===== src/rtl/muldiv_unit_pkg.sv =====
`default_nettype none
// ============================================================================
// Module      : muldiv_unit_pkg
// Description : Shared ALU function codes, FSM state type and iteration
//               constants for the RV32M multiply/divide unit.
// Revision    : 1.0 - initial release
// ============================================================================
package muldiv_unit_pkg;

  localparam int          XW           = 32;
  localparam int          MULDIV_ITERS = 32;
  localparam logic [31:0] ZERO         = 32'h0000_0000;

  // Shared ALU function encodings (base ALU codes first, then RV32M)
  localparam logic [4:0] ALU_ADD    = 5'd0;
  localparam logic [4:0] ALU_SUB    = 5'd1;
  localparam logic [4:0] ALU_SLL    = 5'd2;
  localparam logic [4:0] ALU_SLT    = 5'd3;
  localparam logic [4:0] ALU_SLTU   = 5'd4;
  localparam logic [4:0] ALU_XOR    = 5'd5;
  localparam logic [4:0] ALU_SRL    = 5'd6;
  localparam logic [4:0] ALU_SRA    = 5'd7;
  localparam logic [4:0] ALU_OR     = 5'd8;
  localparam logic [4:0] ALU_AND    = 5'd9;
  localparam logic [4:0] ALU_MUL    = 5'd10;
  localparam logic [4:0] ALU_MULH   = 5'd11;
  localparam logic [4:0] ALU_MULHSU = 5'd12;
  localparam logic [4:0] ALU_MULHU  = 5'd13;
  localparam logic [4:0] ALU_DIV    = 5'd14;
  localparam logic [4:0] ALU_DIVU   = 5'd15;
  localparam logic [4:0] ALU_REM    = 5'd16;
  localparam logic [4:0] ALU_REMU   = 5'd17;

  typedef enum logic [1:0] {
    IDLE = 2'd0,
    ITER = 2'd1,
    DONE = 2'd2
  } muldiv_state_t;

  // Two's-complement negate when neg is set
  function automatic logic [31:0] neg_if(input logic [31:0] v, input logic neg);
    return neg ? (~v + 32'd1) : v;
  endfunction

endpackage
`default_nettype wire


===== src/rtl/muldiv_unit_if.sv =====
`default_nettype none
// ============================================================================
// Module      : muldiv_unit_if
// Description : Request/response bundle between the execute-stage control
//               (master) and the multiply/divide unit (slave).
// Revision    : 1.0 - initial release
// ============================================================================
interface muldiv_unit_if;
  import muldiv_unit_pkg::*;

  logic          start;
  logic          flush;
  logic [4:0]    alu_function;
  logic [XW-1:0] operand_a;
  logic [XW-1:0] operand_b;
  logic          busy;
  logic          done;
  logic [XW-1:0] result;

  modport master (
    output start, flush, alu_function, operand_a, operand_b,
    input  busy, done, result
  );

  modport slave (
    input  start, flush, alu_function, operand_a, operand_b,
    output busy, done, result
  );

endinterface
`default_nettype wire


===== src/rtl/muldiv_unit_iter_core.sv =====
`default_nettype none
// ============================================================================
// Module      : muldiv_iter_core
// Description : Shared 64-bit accumulator datapath. One shift-add multiply
//               step or one restoring-divide step per asserted step cycle.
//               For multiply, acc ends as the 64-bit magnitude product; for
//               divide, acc[63:32] is the remainder, acc[31:0] the quotient.
// Revision    : 1.0 - initial release
// ============================================================================
module muldiv_iter_core
  import muldiv_unit_pkg::*;
(
  input  logic        clock,
  input  logic        reset,
  input  logic        load,
  input  logic        step,
  input  logic        is_div,
  input  logic [31:0] load_a,
  input  logic [31:0] load_b,
  output logic [63:0] acc_next
);

  logic [63:0] acc;
  logic [31:0] opnd_b;
  logic [32:0] mul_sum;
  logic [32:0] div_shift;
  logic        div_take;
  logic [31:0] div_diff;

  // Next accumulator value for one iteration of the selected operation
  always_comb begin
    mul_sum   = {1'b0, acc[63:32]} + (acc[0] ? {1'b0, opnd_b} : 33'd0);
    // Partial remainder after the left shift can reach 33 bits; the true
    // difference is always below the divisor, so 32 bits hold it exactly.
    div_shift = acc[63:31];
    div_take  = (div_shift >= {1'b0, opnd_b});
    div_diff  = div_shift[31:0] - opnd_b;
    if (is_div) begin
      if (div_take) acc_next = {div_diff, acc[30:0], 1'b1};
      else          acc_next = {div_shift[31:0], acc[30:0], 1'b0};
    end else begin
      acc_next = {mul_sum, acc[31:1]};
    end
  end

  // Accumulator and second-operand registers
  always_ff @(posedge clock or negedge reset) begin
    if (!reset) begin
      acc    <= 64'd0;
      opnd_b <= 32'd0;
    end else if (load) begin
      acc    <= {32'd0, load_a};
      opnd_b <= load_b;
    end else if (step) begin
      acc    <= acc_next;
    end
  end

endmodule
`default_nettype wire


===== src/rtl/muldiv_unit.sv =====
`default_nettype none
// ============================================================================
// Module      : muldiv_unit
// Description : Multi-cycle RV32M multiply/divide unit. FSM, iteration
//               counter, sign handling, special cases and result register.
//               Build option FAST_MUL_EN: multiplies finish in one cycle
//               using a 33x33 signed product instead of 32 iterations.
// Revision    : 1.0 - initial release
// ============================================================================
module muldiv_unit
  import muldiv_unit_pkg::*;
#(
  parameter int XLEN = 32
)(
  input  logic         clock,
  input  logic         reset,
  muldiv_unit_if.slave bus
);

  muldiv_state_t   state;
  logic [4:0]      func;
  logic            sign_a;
  logic            sign_b;
  logic [4:0]      count;
  logic            busy_r;
  logic            done_r;
  logic [XLEN-1:0] result_r;

  logic [4:0]  in_fn;
  logic [31:0] in_a;
  logic [31:0] in_b;
  logic        in_a_signed;
  logic        in_b_signed;
  logic        in_sign_a;
  logic        in_sign_b;
  logic        in_is_mul;
  logic        in_is_div;
  logic [31:0] mag_a;
  logic [31:0] mag_b;
  logic        special;
  logic [31:0] special_result;
  logic        accept;
  logic        core_is_div;
  logic [63:0] acc_next;
  logic [63:0] prod;
  logic [31:0] iter_result;

  assign in_fn  = bus.alu_function;
  assign in_a   = bus.operand_a;
  assign in_b   = bus.operand_b;
  assign accept = (state == IDLE) && bus.start && !bus.flush;

`ifdef FAST_MUL_EN
  logic [63:0] fast_prod;
  // Signed 33x33 product; the low 64 bits are all any MUL* result needs
  always_comb begin
    fast_prod = $signed({{32{in_sign_a}}, in_a}) * $signed({{32{in_sign_b}}, in_b});
  end
`endif

  // Decode the incoming request: signedness, magnitudes and early-out cases
  always_comb begin
    in_is_mul   = (in_fn inside {ALU_MUL, ALU_MULH, ALU_MULHSU, ALU_MULHU});
    in_is_div   = (in_fn inside {ALU_DIV, ALU_DIVU, ALU_REM, ALU_REMU});
    in_a_signed = (in_fn inside {ALU_MUL, ALU_MULH, ALU_MULHSU, ALU_DIV, ALU_REM});
    in_b_signed = (in_fn inside {ALU_MUL, ALU_MULH, ALU_DIV, ALU_REM});
    in_sign_a   = in_a_signed & in_a[31];
    in_sign_b   = in_b_signed & in_b[31];
    mag_a       = neg_if(in_a, in_sign_a);
    mag_b       = neg_if(in_b, in_sign_b);

    special        = 1'b0;
    special_result = ZERO;
    if (!(in_is_mul || in_is_div)) begin
      special = 1'b1;
    end else if (in_is_div && (in_b == ZERO)) begin
      special        = 1'b1;
      special_result = (in_fn inside {ALU_DIV, ALU_DIVU}) ? 32'hFFFF_FFFF : in_a;
    end else if ((in_fn inside {ALU_DIV, ALU_REM}) &&
                 (in_a == 32'h8000_0000) && (in_b == 32'hFFFF_FFFF)) begin
      special        = 1'b1;
      special_result = (in_fn == ALU_DIV) ? 32'h8000_0000 : ZERO;
    end
`ifdef FAST_MUL_EN
    else if (in_is_mul) begin
      special        = 1'b1;
      special_result = (in_fn == ALU_MUL) ? fast_prod[31:0] : fast_prod[63:32];
    end
`endif
  end

  assign core_is_div = (func inside {ALU_DIV, ALU_DIVU, ALU_REM, ALU_REMU});

  muldiv_iter_core u_core (
    .clock    (clock),
    .reset    (reset),
    .load     (accept),
    .step     (state == ITER),
    .is_div   (core_is_div),
    .load_a   (mag_a),
    .load_b   (mag_b),
    .acc_next (acc_next)
  );

  // Apply signs to the final iteration and pick the requested word
  always_comb begin
    prod = (sign_a ^ sign_b) ? (~acc_next + 64'd1) : acc_next;
    unique case (func)
      ALU_MUL:                        iter_result = prod[31:0];
      ALU_MULH, ALU_MULHSU, ALU_MULHU: iter_result = prod[63:32];
      ALU_DIV, ALU_DIVU:              iter_result = neg_if(acc_next[31:0], sign_a ^ sign_b);
      ALU_REM, ALU_REMU:              iter_result = neg_if(acc_next[63:32], sign_a);
      default:                        iter_result = ZERO;
    endcase
  end

  // Control FSM with registered busy/done/result
  always_ff @(posedge clock or negedge reset) begin
    if (!reset) begin
      state    <= IDLE;
      func     <= ALU_ADD;
      sign_a   <= 1'b0;
      sign_b   <= 1'b0;
      count    <= 5'd0;
      busy_r   <= 1'b0;
      done_r   <= 1'b0;
      result_r <= '0;
    end else begin
      done_r <= 1'b0;
      if (bus.flush) begin
        state  <= IDLE;
        busy_r <= 1'b0;
        count  <= 5'd0;
      end else begin
        case (state)
          IDLE: begin
            if (bus.start) begin
              func   <= in_fn;
              sign_a <= in_sign_a;
              sign_b <= in_sign_b;
              busy_r <= 1'b1;
              count  <= 5'd0;
              if (special) begin
                result_r <= special_result;
                done_r   <= 1'b1;
                state    <= DONE;
              end else begin
                state    <= ITER;
              end
            end
          end
          ITER: begin
            if (count == 5'(MULDIV_ITERS - 1)) begin
              result_r <= iter_result;
              done_r   <= 1'b1;
              count    <= 5'd0;
              state    <= DONE;
            end else begin
              count <= count + 5'd1;
            end
          end
          DONE: begin
            busy_r <= 1'b0;
            state  <= IDLE;
          end
          default: begin
            busy_r <= 1'b0;
            state  <= IDLE;
          end
        endcase
      end
    end
  end

  assign bus.busy   = busy_r;
  assign bus.done   = done_r;
  assign bus.result = result_r;

endmodule
`default_nettype wire


===== src/flat_wrapper.sv =====
// flat-port wrapper written by rule: the top's interface ports become plain ports
module muldiv_unit_flat import muldiv_unit_pkg::*;
#(
  parameter int XLEN = 32
)
  (clock, reset, bus_start, bus_flush, bus_alu_function, bus_operand_a, bus_operand_b, bus_busy, bus_done, bus_result);
  muldiv_unit_if bus_i ();
  input  logic clock;
  input  logic reset;
  input wire logic [$bits(bus_i.start)-1:0] bus_start;
  input wire logic [$bits(bus_i.flush)-1:0] bus_flush;
  input wire logic [$bits(bus_i.alu_function)-1:0] bus_alu_function;
  input wire logic [$bits(bus_i.operand_a)-1:0] bus_operand_a;
  input wire logic [$bits(bus_i.operand_b)-1:0] bus_operand_b;
  output wire logic [$bits(bus_i.busy)-1:0] bus_busy;
  output wire logic [$bits(bus_i.done)-1:0] bus_done;
  output wire logic [$bits(bus_i.result)-1:0] bus_result;
  assign bus_i.start = bus_start;
  assign bus_i.flush = bus_flush;
  assign bus_i.alu_function = bus_alu_function;
  assign bus_i.operand_a = bus_operand_a;
  assign bus_i.operand_b = bus_operand_b;
  assign bus_busy = bus_i.busy;
  assign bus_done = bus_i.done;
  assign bus_result = bus_i.result;
  muldiv_unit #(.XLEN(XLEN)) u_core (.clock(clock), .reset(reset), .bus(bus_i));
endmodule

===== config.mk =====
export PLATFORM = sky130hd
export DESIGN_NAME = muldiv_unit_flat
export DESIGN_NICKNAME = d
export VERILOG_FILES = /design/src/rtl/muldiv_unit_pkg.sv /design/src/rtl/muldiv_unit_if.sv /design/src/rtl/muldiv_unit_iter_core.sv /design/src/rtl/muldiv_unit.sv /design/src/flat_wrapper.sv
export SDC_FILE = /design/constraint.sdc
export NUM_CORES = 1
export LEC_CHECK = 0
export CAP_MARGIN = 20
export CORE_AREA = 2 2 217 219
export DETAILED_ROUTE_END_ITERATION = 10
export DIE_AREA = 0 0 219 221
export HOLD_SLACK_MARGIN = 0.08
export PLACE_DENSITY = 0.54
export SYNTH_ARGS = -nofsm -noshare
export SYNTH_HDL_FRONTEND = slang
export SYNTH_SLANG_ARGS = --single-unit

===== constraint.sdc =====
create_clock -name clock -period 11.8 [get_ports clock]
set_input_delay 2.36 -clock clock [delete_from_list [all_inputs] [get_ports clock]]
set_output_delay 2.36 -clock clock [all_outputs]
set_load 0.05 [all_outputs]

==> flow_metrics.env <==
export IMPL_outcome="finished, final reports clean"
export IMPL_ff2ff_path_depth=20
export IMPL_yosysUniqueCellTypes=105
export IMPL_drive_gt1_share_pct=5.67
export IMPL_synth_edf_count=0
export IMPL_netlist_instances=2127
export IMPL_synth_nets=2273
export IMPL_root_buffer="clkbuf_16"
export IMPL_tightest_slew_ns=0.997
export IMPL_dieArea_um2=48400
export IMPL_crit_path_top_delay_cell="nor4_2"
export IMPL_path_common_cell="o21ai_0"
export IMPL_grt_usage_pct=27.8
export IMPL_htreeDepth=4
export IMPL_fin_crit_ns=6.92
export IMPL_slowest_delay_ns=0.62
export IMPL_grt_pass1_wl_um=103000
export IMPL_grt_ovfl_total=0
export IMPL_rsz0062_at_grt="no"
export IMPL_power_share_clock_pct=16.5
export IMPL_first_global_vias=16133
export IMPL_drtAntennaViolNets=0
export IMPL_cp_cell_sequence="inv_1, ha_1, nand3_1, o21bai_1, a211oi_2, o31a_2, nor2_4, nand2_1, o21ai_0, ha_1, nand3_1, nor4_2, and4_1, nand2_1, inv_1, nand4_2, o21ai_0, xor2_1, a221oi_1, o21ai_0"
export IMPL_use_met1_pct=40.2
export IMPL_use_met3_pct=3.57
export IMPL_critical_path_depth=20
export IMPL_synth_area_um2=15900
export IMPL_clock_latency_ns=0.46
export IMPL_post_route_period_util_pct=58.7
export IMPL_wl_um=68000
export IMPL_finalSetupTns_ns=0
export IMPL_core_um2=46100
export IMPL_gp_congestion=0.973
export IMPL_power_density_nw_per_um2=191
export IMPL_cp_required_ns=12.10
export IMPL_min_to="u_core.bus.busy"
export IMPL_timing_rr_end="u_core.bus.result[16]"
export IMPL_ys_seq_area_share_pct=22.7
export IMPL_drc=0
export IMPL_postCtsSetupRepairBufs=0
export IMPL_cts_clk_slew_worst_paths_ns=0.07
export IMPL_drt_first_pass_iters=6
export IMPL_reg2reg_from="u_core.u_core.opnd_b[3]"
export IMPL_dieWidth_um=219
export IMPL_min_path_cells=1
export IMPL_cts_hold_buf=0
export IMPL_cts_resized=0
export IMPL_ys_warn_count=0
export IMPL_antenna_found_initial=2
export IMPL_detail_route_wl_per_cell_um=24.6
export IMPL_p_int_w=0.00159
export IMPL_start_util_pct=34.5
export IMPL_chipHeight_um=221
export IMPL_swShare_pct=53.4
export IMPL_crit_type="register to register"
export IMPL_place_hpwl_um=52700
export IMPL_total_power_w=0.00342
export IMPL_cp_max_fo=18
export IMPL_power_switching_w=0.00183
export IMPL_drv_slew=0
export IMPL_numPortBuffers=106
export IMPL_vdd_drop_max_mv=0.115
export IMPL_async_reset_ff_share_pct=100
export IMPL_syn_area_per_cell_um2=7.47
export IMPL_vias=17332
export IMPL_skew_ns=0.0145
export IMPL_synthFlopType="dfrtp_1"
export IMPL_worstPathArrival_ns=7.22
export IMPL_maxSlewHeadroom_pct=32.8
export IMPL_grt_max_degree=95
export IMPL_max_cap_viol_count=0
export IMPL_p_leak_nw=7.03
export IMPL_p_comb_share_pct=62.0
export IMPL_worstSetupStartpointType="register"
export IMPL_crit_family="simple AND/OR/NAND/NOR gates"
export IMPL_area_delta_synth_final_pct=13.0
export IMPL_cts_sinks=144
export IMPL_antennaDiodeCount=0
export IMPL_cts_tree="yes"
export IMPL_nets=2286
export IMPL_numCtsBuffers=17
export IMPL_grt_busiest_layer="met2"
export IMPL_ys_ff_latch=144
export IMPL_ctsLongestPathBuffers=2
export IMPL_drtIter0Drc=1972
export IMPL_vias_per_cell=6.28
export IMPL_crit_buf_inv=2
export IMPL_worstHoldStart="u_core.bus.busy"
export IMPL_rows=79
export IMPL_end_kind="register"
export IMPL_use_met2_pct=42.1
export IMPL_pwr_share_seq_pct=21.5
export IMPL_setup_violations=0
export IMPL_ios=107
export IMPL_rrSetupSlack_ns=4.88
export IMPL_final_hold_violation_count=0
export IMPL_max_clock_freq_mhz=144
export IMPL_utilization_pct=39.0
export IMPL_hold_class="register to register"
[worst max-delay path by stage]
stage                       startpoint               endpoint  slack [ns]
2_1_floorplan         bus_operand_b[0]  u_core.bus.result[14]        6.39
3_3_place_gp         bus_operand_a[20]  u_core.bus.result[13]        4.56
3_5_place_dp         bus_operand_a[18]  u_core.bus.result[13]        4.46
4_1_cts              bus_operand_a[18]  u_core.bus.result[13]        4.96
5_1_grt        u_core.u_core.opnd_b[3]  u_core.bus.result[16]        4.53
6_report       u_core.u_core.opnd_b[3]  u_core.bus.result[16]        4.88
[worst reg2reg max path, cell delays in order, from the launching register on]
cell and delay, ns:
dfrtp_1 0.53, inv_1 0.08, ha_1 0.37, nand3_1 0.17
o21bai_1 0.31, a211oi_2 0.27, o31a_2 0.59, nor2_4 0.54
nand2_1 0.32, o21ai_0 0.25, ha_1 0.28, nand3_1 0.16
nor4_2 0.62, and4_1 0.44, nand2_1 0.15, inv_1 0.15
nand4_2 0.33, o21ai_0 0.34, xor2_1 0.10, a221oi_1 0.59
o21ai_0 0.16
[power by group through the flow]
stage               Combinational (W)  Clock (W)  Sequential (W)
global placement              0.00206          0        0.000736
global route                  0.00227   0.000594        0.000747
floorplan                     0.00143          0        0.000690
CTS                           0.00207   0.000569        0.000731
detailed placement            0.00206          0        0.000740
finish                        0.00212   0.000564        0.000737
[stage by stage]
step	hold slack, ns	cell area (um^2)	worst slack [ns]	std cells
6_report	0.505	18000	4.88	2760
2_1_floorplan	0.464	15900	6.39	2127
3_3_place_gp	0.474	17400	4.56	2727
3_5_place_dp	0.484	17400	4.46	2728
5_1_grt	0.520	18000	4.53	2760
4_1_cts	0.504	18000	4.96	2760
[cell usage in the layout, fill, tap and decap left out, types with 47 or more instances in the layout]
cell,count
a21oi_1,173
and2_1,47
clkdlybuf4s50_1,105
dfrtp_1,144
ha_1,71
inv_1,66
nand2_1,209
nand3_1,85
nor2_1,158
nor3_1,63
o21ai_0,205
xnor2_1,76
xor2_1,82
[sequential cells by signal, summed over array words and instances (netlist names)]
register              cells
u_core.sign_a             1
u_core.state              2
u_core.bus.busy           1
u_core.bus.result        32
u_core.count              5
u_core.u_core.acc        64
u_core.func               5
u_core.bus.done           1
u_core.u_core.opnd_b     32
u_core.sign_b             1
[synth_stat cells (all sizes together) (40+ instances only)]
cell / count / share of area [%]
nor2: 162 / 3.9
xnor2: 77 / 4.2
nor3: 64 / 2.0
o21ai: 212 / 6.7
inv: 66 / 1.6
dfrtp: 144 / 23
nand4: 40 / 1.7
nand3: 86 / 2.7
ha: 71 / 5.6
a21oi: 174 / 5.5
and2: 47 / 1.9
clkbuf: 102 / 2.4
nand2: 212 / 5.1
xor2: 83 / 4.6
[cells by family (layout without fill, tap and decap cells)]
| kind of cell | Yosys count | after routing | share of synthesized area (%) |
|---|---|---|---|
| AND/OR/NAND/NOR | 758 | 758 | 24.1 |
| AO/OA/AOI/OAI | 751 | 751 | 30.9 |
| buffers and inverters | 206 | 232 | 5.43 |
| XOR/XNOR | 160 | 160 | 8.82 |
| flip-flops | 144 | 144 | 22.7 |
| adder cells (fa/ha/maj) | 73 | 73 | 5.84 |
| multiplexers | 35 | 35 | 2.28 |
[cell type report]
type	instances	area, um^2
clock buffers	18	439
clock inverters	14	145
fillers	4876	28100
inverters	67	251
multi-input cells	1777	11500
flip-flops and latches	144	3600
well taps	607	759
repair buffers	133	1270
[per-layer routing]
metal	up-vias	share of wire [%]	routed length (um)
met5	-	0	0
met1	8425	45	30500
li1	7974	-	-
met4	0	3.4	2310
met2	818	44	30100
met3	115	7.5	5080
Note: power is estimated with default switching activity, not from simulation.
